File: config.mk
export PLATFORM = sky130hd
export DESIGN_NAME = key_rev_buf
export DESIGN_NICKNAME = d
export VERILOG_FILES = /design/src/rtl/aes_pkg.sv /design/src/rtl/key_rev_addr.sv /design/src/rtl/key_rev_buf.sv
export SDC_FILE = /design/constraint.sdc
export NUM_CORES = 2
export LEC_CHECK = 0
export ABC_CLOCK_PERIOD_IN_PS = 3950
export BUFFER_PORTS_ARGS = -buffer_cell sky130_fd_sc_hd__buf_2
export CORE_MARGIN = 3
export CORE_UTILIZATION = 40
export DETAILED_ROUTE_END_ITERATION = 8
export PLACE_DENSITY_LB_ADDON = 0.15
export SETUP_SLACK_MARGIN = 0.3
export SYNTH_ARGS = -nofsm -noshare
export SYNTH_HDL_FRONTEND = slang
export SYNTH_SLANG_ARGS = --single-unit
File: constraint.sdc
create_clock -name clk_in -period 3.95 [get_ports clk_in]
set_input_delay 0.79 -clock clk_in [delete_from_list [all_inputs] [get_ports clk_in]]
set_output_delay 0.79 -clock clk_in [all_outputs]
set_load 0.1 [all_outputs]
File: src/rtl/aes_pkg.sv
// Shared AES key-schedule constants: conf encodings, schedule lengths, round
// counts and the key_rev_buf state encoding.
package aes_pkg;

   typedef enum logic [1:0] {
      CONF_128 = 2'd0,
      CONF_192 = 2'd1,
      CONF_256 = 2'd2
   } conf_t;

   localparam logic [6:0] WORDS_128 = 7'd44;
   localparam logic [6:0] WORDS_192 = 7'd52;
   localparam logic [6:0] WORDS_256 = 7'd60;

   localparam logic [3:0] NR_128 = 4'd10;
   localparam logic [3:0] NR_192 = 4'd12;
   localparam logic [3:0] NR_256 = 4'd14;

   typedef enum logic [1:0] {
      ST_IDLE,
      ST_LOAD,
      ST_FULL,
      ST_PLAY
   } state_t;

   // Encoding 3 is reserved and folds onto AES-128.
   function automatic conf_t norm_conf(input logic [1:0] conf);
      case (conf)
         2'd1:    return CONF_192;
         2'd2:    return CONF_256;
         default: return CONF_128;
      endcase
   endfunction

   function automatic logic [6:0] words_of(input conf_t conf);
      case (conf)
         CONF_192: return WORDS_192;
         CONF_256: return WORDS_256;
         default:  return WORDS_128;
      endcase
   endfunction

   function automatic logic [3:0] nr_of(input conf_t conf);
      case (conf)
         CONF_192: return NR_192;
         CONF_256: return NR_256;
         default:  return NR_128;
      endcase
   endfunction

endpackage

File: src/rtl/key_rev_addr.sv
// Replay address generator for key_rev_buf: round/word counters, sequence index
// and last-word detect. KEY_REV_BUF_FWD_EN adds a forward-order mode.
module key_rev_addr
   import aes_pkg::*;
(
   input  logic       clk_in,
   input  logic       rst_in,
   input  logic       i_load,
   input  logic       i_step,
   input  logic [3:0] i_nr,
`ifdef KEY_REV_BUF_FWD_EN
   input  logic       i_fwd,
`endif
   output logic [5:0] o_addr,
   output logic [5:0] o_seq,
   output logic       o_last
);

   logic [3:0] r_round;
   logic [1:0] r_word;
   logic [5:0] r_seq;
   logic [5:0] w_addr_rev;
   logic       w_last_rev;

   // 4r + j is a plain concatenation since j is exactly two bits.
   assign w_addr_rev = {r_round, r_word};
   assign w_last_rev = (r_round == 4'd0) && (r_word == 2'd3);
   assign o_seq      = r_seq;

`ifdef KEY_REV_BUF_FWD_EN
   logic       r_fwd;
   logic [5:0] r_last_idx;

   always_ff @(posedge clk_in) begin
      if (rst_in) begin
         r_fwd      <= 1'b0;
         r_last_idx <= '0;
      end else if (i_load) begin
         r_fwd      <= i_fwd;
         r_last_idx <= {i_nr, 2'b11};
      end
   end

   assign o_addr = r_fwd ? r_seq : w_addr_rev;
   assign o_last = r_fwd ? (r_seq == r_last_idx) : w_last_rev;
`else
   assign o_addr = w_addr_rev;
   assign o_last = w_last_rev;
`endif

   // NOTE: sequential state uses non-blocking assignments so every register
   // samples pre-edge values regardless of statement order.
   always_ff @(posedge clk_in) begin
      if (rst_in) begin
         r_round <= '0;
         r_word  <= '0;
         r_seq   <= '0;
      end else if (i_load) begin
         r_round <= i_nr;
         r_word  <= 2'd0;
         r_seq   <= 6'd0;
      end else if (i_step) begin
         r_word <= r_word + 2'd1;
         if (r_word == 2'd3)
            r_round <= r_round - 4'd1;
         r_seq  <= r_seq + 6'd1;
      end
   end

endmodule

File: src/rtl/key_rev_buf.sv
// Round-key reversal buffer: captures the forward key schedule and replays it in
// inverse-cipher order. KEY_REV_BUF_FWD_EN adds dir_in for forward replay.
module key_rev_buf
   import aes_pkg::*;
#(
   parameter int DEPTH = 64   // must be >= 60
) (
   input  logic        clk_in,
   input  logic        rst_in,
   input  logic        en_in,
   input  logic [1:0]  conf_in,
   input  logic [31:0] key_in,
   input  logic [5:0]  key_num_in,
   input  logic        key_valid_in,
   input  logic        key_last_in,
   input  logic        start_in,
`ifdef KEY_REV_BUF_FWD_EN
   input  logic        dir_in,
`endif
   output logic [31:0] key_out,
   output logic [5:0]  key_num_out,
   output logic        key_valid_out,
   output logic        key_last_out,
   output logic        ready_out,
   output logic        err_out
);

   state_t      r_state;
   conf_t       r_conf;
   logic [31:0] r_mem [DEPTH];

   logic        w_cap0;
   logic        w_wr;
   logic        w_start;
   logic        w_step;
   conf_t       w_conf;
   logic        w_len_ok;
   logic [5:0]  w_addr;
   logic [5:0]  w_seq;
   logic        w_last;

   // A fresh word 0 restarts capture from any state and beats start_in.
   assign w_cap0   = key_valid_in && (key_num_in == 6'd0);
   assign w_wr     = en_in && key_valid_in && (w_cap0 || (r_state == ST_LOAD));
   assign w_start  = en_in && !w_cap0 && start_in && (r_state == ST_FULL);
   assign w_step   = en_in && !w_cap0 && (r_state == ST_PLAY);
   assign w_conf   = w_cap0 ? norm_conf(conf_in) : r_conf;
   assign w_len_ok = ({1'b0, key_num_in} + 7'd1) == words_of(w_conf);

   key_rev_addr u_addr (
      .clk_in (clk_in),
      .rst_in (rst_in),
      .i_load (w_start),
      .i_step (w_step),
      .i_nr   (nr_of(r_conf)),
`ifdef KEY_REV_BUF_FWD_EN
      .i_fwd  (dir_in),
`endif
      .o_addr (w_addr),
      .o_seq  (w_seq),
      .o_last (w_last)
   );

   // NOTE: the register file has no reset; its contents are only ever read after
   // a completed capture has rewritten every replayed address.
   always_ff @(posedge clk_in) begin
      if (w_wr)
         r_mem[key_num_in] <= key_in;
   end

   always_ff @(posedge clk_in) begin
      if (rst_in) begin
         r_state       <= ST_IDLE;
         r_conf        <= CONF_128;
         key_out       <= '0;
         key_num_out   <= '0;
         key_valid_out <= 1'b0;
         key_last_out  <= 1'b0;
         ready_out     <= 1'b0;
         err_out       <= 1'b0;
      end else if (!en_in) begin
         key_valid_out <= 1'b0;
         key_last_out  <= 1'b0;
      end else begin
         key_valid_out <= 1'b0;
         key_last_out  <= 1'b0;
         if (w_cap0)
            r_conf <= norm_conf(conf_in);

         if (w_wr && key_last_in) begin
            ready_out <= w_len_ok;
            err_out   <= !w_len_ok;
            r_state   <= w_len_ok ? ST_FULL : ST_IDLE;
         end else if (w_cap0) begin
            ready_out <= 1'b0;
            err_out   <= 1'b0;
            r_state   <= ST_LOAD;
         end else begin
            case (r_state)
               ST_FULL: begin
                  if (start_in) begin
                     ready_out <= 1'b0;
                     r_state   <= ST_PLAY;
                  end
               end
               ST_PLAY: begin
                  key_out       <= r_mem[w_addr];
                  key_num_out   <= w_seq;
                  key_valid_out <= 1'b1;
                  key_last_out  <= w_last;
                  if (w_last) begin
                     ready_out <= 1'b1;
                     r_state   <= ST_FULL;
                  end
               end
               default: ;
            endcase
         end
      end
   end

endmodule

==> results by stage <==
Clock tree:
- The TritonCTS buffer count is 213.
- The count of hold-fix buffers inserted at cts is 0.
- The maximum buffer depth of the clock tree is 3.
- The master cell of the clock root buffer is clkbuf_16.
- Clock-pin slew was measured on the worst setup and hold paths at 0.07 ns.
- The clock insertion delay at the later pin of the skew report is 0.85 ns.
- The TritonCTS clock tree is yes.
- CTS built an H-tree with a depth of 4.
- The clock drives 2106 sinks.

Global routing:
- The via count of the first global-routing pass was 39752.
- The leftover overflow at the end of global routing is 0.
- The first global-routing pass estimated 321000 um of wire.
- Global routing consumed, over all layers together, 22.2% of the routing resources.
- Entering global routing, the biggest net connects 66 pins.
- The number of antenna violations at the first check in global routing came to 19.

Final layout:
- The final net count is 4172.
- Once layout is complete, the utilization of the core stands at 46.9%.
- The number of standard cells in the layout, taps in and fillers out is 6964.
- The count of fill cells added during filler insertion is 16565.
- The library cell used most frequently in the layout, excluding fill and tap cells, is edfxtp_1.
- The synthesis-to-layout area growth is 16.3%.
- Cells with a size suffix above 1 make up 29.5% of the layout.
- After routing the design area is 93800 um2.
- In the layout the commonest cells are edfxtp_1, mux4_2, clkbuf_16.

Timing:
- The final critical path takes up 89.3% of the cycle.
- In the post-route analysis, the smallest setup slack over all paths is 0.423 ns.
- The final hold violation count is 0.
- The number of failing setup endpoints in the final timing report is 0.
- The setup TNS is 0 ns.
- The post-route worst hold slack is 0.280 ns.
- The normalized max-slew margin is 8.41%.
- The final count of pins violating max slew is 0.
- Clock skew on the completed layout was measured at 0.0334 ns.
- The minimum period implied by the final worst setup slack is 3.53 ns.
- At the pin with the least slew margin, the transition time is 1.37 ns.
- Timing would allow up to 284 MHz.
- Setup repair after global routing left no endpoint under its margin.

Die:
- The total I/O pin count is 88.
- The total die area is 207000 um2.
- The floorplan step set the die height to 455 um.
- The initial utilization of the core area, before any placement, comes to 40.3%.
- The standard-cell row count is 164.
- The die is 455 um wide.
- The core box area is 200000 um2.

Worst setup path:
- STA classifies the critical path endpoint as a flip-flop.
- Data on the critical path is required at its endpoint by 4.61 ns.
- The critical path is of the reg -> reg type.
- The endpoint arrival time on the critical path is 4.19 ns.
- The biggest fanout along the worst timing path is 19.
- The sort of element at the start of the critical path is a flip-flop.

Synth:
- The average size of a mapped cell is 21.6 um2.
- The number of synthesized flops with an enable pin is 2048.
- The post-synthesis instance total is 3744.
- For this run, the number of Yosys warnings is 0.
- The number of nets in the synthesized netlist is 3795.
- The share of the yosys chip area belonging to registers is 77.7%.
- Summing every instance area after synthesis gives 80700 um2.
- The register bit count reported by yosys is 2106.
- After synthesis, the share of flip-flops with an asynchronous set or reset is 0%.
- The primary flip-flop cell chosen by synthesis mapping is edfxtp_1.
- The number of different library cells in the post-synthesis netlist is 67.

Placement:
- The number of placed instances, taps included is 6560.
- The number of buffers added on ports is 87.
- The placed instances occupy a cell area of 86900 um2.
- The final weighted congestion in routability-driven placement is 0.903.
- The pre-CTS setup slack is 0.0797 ns.
- The wire-length estimate of the detail-placed layout is 140000 um.

Route:
- The total length of routed wires is 230000 um.
- After detailed routing, the average wire length per cell comes to 33.1 um.
- The number of vias after detailed routing is 40287.
- After detailed routing, the number of remaining DRC violations is 0.
- The residual antenna-violating net count after detailed routing is 0.
- The ratio of routed vias to standard cells is 5.79.
- The iteration count of the initial detailed-routing pass is 6.
- For this block, the initial DRC count from the detailed router was 4877.

Run status:
- The flow ran to the end, and the final reports show no timing, DRC or antenna violations.

Pwr:
- The total power density per cell area is 478 nW/um2.
- The design draws 44.8 mW.
- Across the VDD grid, the largest voltage drop is 378 uV.
- The cell leakage power is 28.7 nW.

Worst hold path:
- The tightest min-delay check is of the in -> reg type.

Run:
- Max-cap violations in this run came to 0.
state kept, by name, indices dropped and copies added (netlist names):
name            cells
key_last_out        1
key_num_out         6
key_valid_out       1
u_addr.r_round      4
err_out             1
r_conf              2
key_out            32
ready_out           1
r_state             2
u_addr.r_word       2
u_addr.o_seq        6
r_mem            2048
critical path: stages, from the launching register on:
cell,delay (ns)
dfxtp_4,0.51
buf_12,0.24
buf_4,0.23
mux4_2,0.51
a22oi_1,0.48
a31oi_1,0.17
buf_4,0.16
a32oi_1,0.78
o21ai_0,0.22
cell families after synthesis:
family | after synthesis | synth area share, %
XOR/XNOR | 11 | 0.119
adder cells (fa/ha/maj) | 5 | 0.0775
AND/OR/NAND/NOR | 379 | 2.14
flip-flops | 2106 | 77.7
multiplexers | 695 | 15.6
AO/OA/AOI/OAI | 330 | 3.00
buffers and inverters | 218 | 1.43
layer usage:
layer / routed length, um / up-vias / global-route usage [%]
li1: - / 16557 / -
met1: 102000 / 21957 / 33.0
met2: 106000 / 1437 / 33.9
met3: 13700 / 330 / 3.01
met4: 8600 / 6 / 7.67
met5: 39 / - / 0
cells in the mapped netlist (26+ instances only):
cell type	n	area, um2
mux2i_1	188	1880
o22ai_1	41	257
a22oi_1	42	315
o21ai_0	27	135
dfxtp_1	58	1160
nor2_1	135	507
mux2_2	66	743
mux4_2	441	9930
o221ai_1	28	245
o22a_1	26	228
nand2_1	110	413
a21oi_1	45	225
edfxtp_1	2048	61500
nand3_1	37	185
clkbuf_1	86	323
nand4_1	32	200
buf_2	48	240
buf_4	32	240
power by group:
group	leakage [nW]	internal, mW	switching (mW)
combinational	6.47	0.0616	0.503
clock	3.34	11.2	8.51
sequential	18.9	24.5	0.00180
total	28.7	35.8	9.02
worst paths after layout:
check / from / endpoint / slack (ns) / depth (start not counted)
hold / removal: en_in / r_conf[1] / 0.28 / 2
hold reg to reg: err_out / err_out / 0.46 / 2
setup / recovery: u_addr.r_word[0] / key_out[7] / 0.42 / 8
setup reg to reg: u_addr.r_word[0] / key_out[7] / 0.42 / 8
what timing repair did:
| item | 4_1_cts | 5_1_grt |
|---|---|---|
| gates resized for setup | 0 | 3 |
| endpoints found under the setup margin | 6 | 3 |
| setup buffers | 2 | 0 |
| cloned | 0 | 0 |
cell type report:
cell class | count | area (um2) | area share, %
inverters | 9 | 36.3 | 0.0387
diodes | 9 | 22.5 | 0.0240
clock buffers | 264 | 5630 | 6.01
repair buffers | 371 | 3520 | 3.76
flip-flops and latches | 2106 | 62700 | 66.8
multi-input cells | 1420 | 17400 | 18.5
clock inverters | 129 | 1200 | 1.28
well taps | 2656 | 3320 | 3.54
Power figures use the tool's default switching activity.
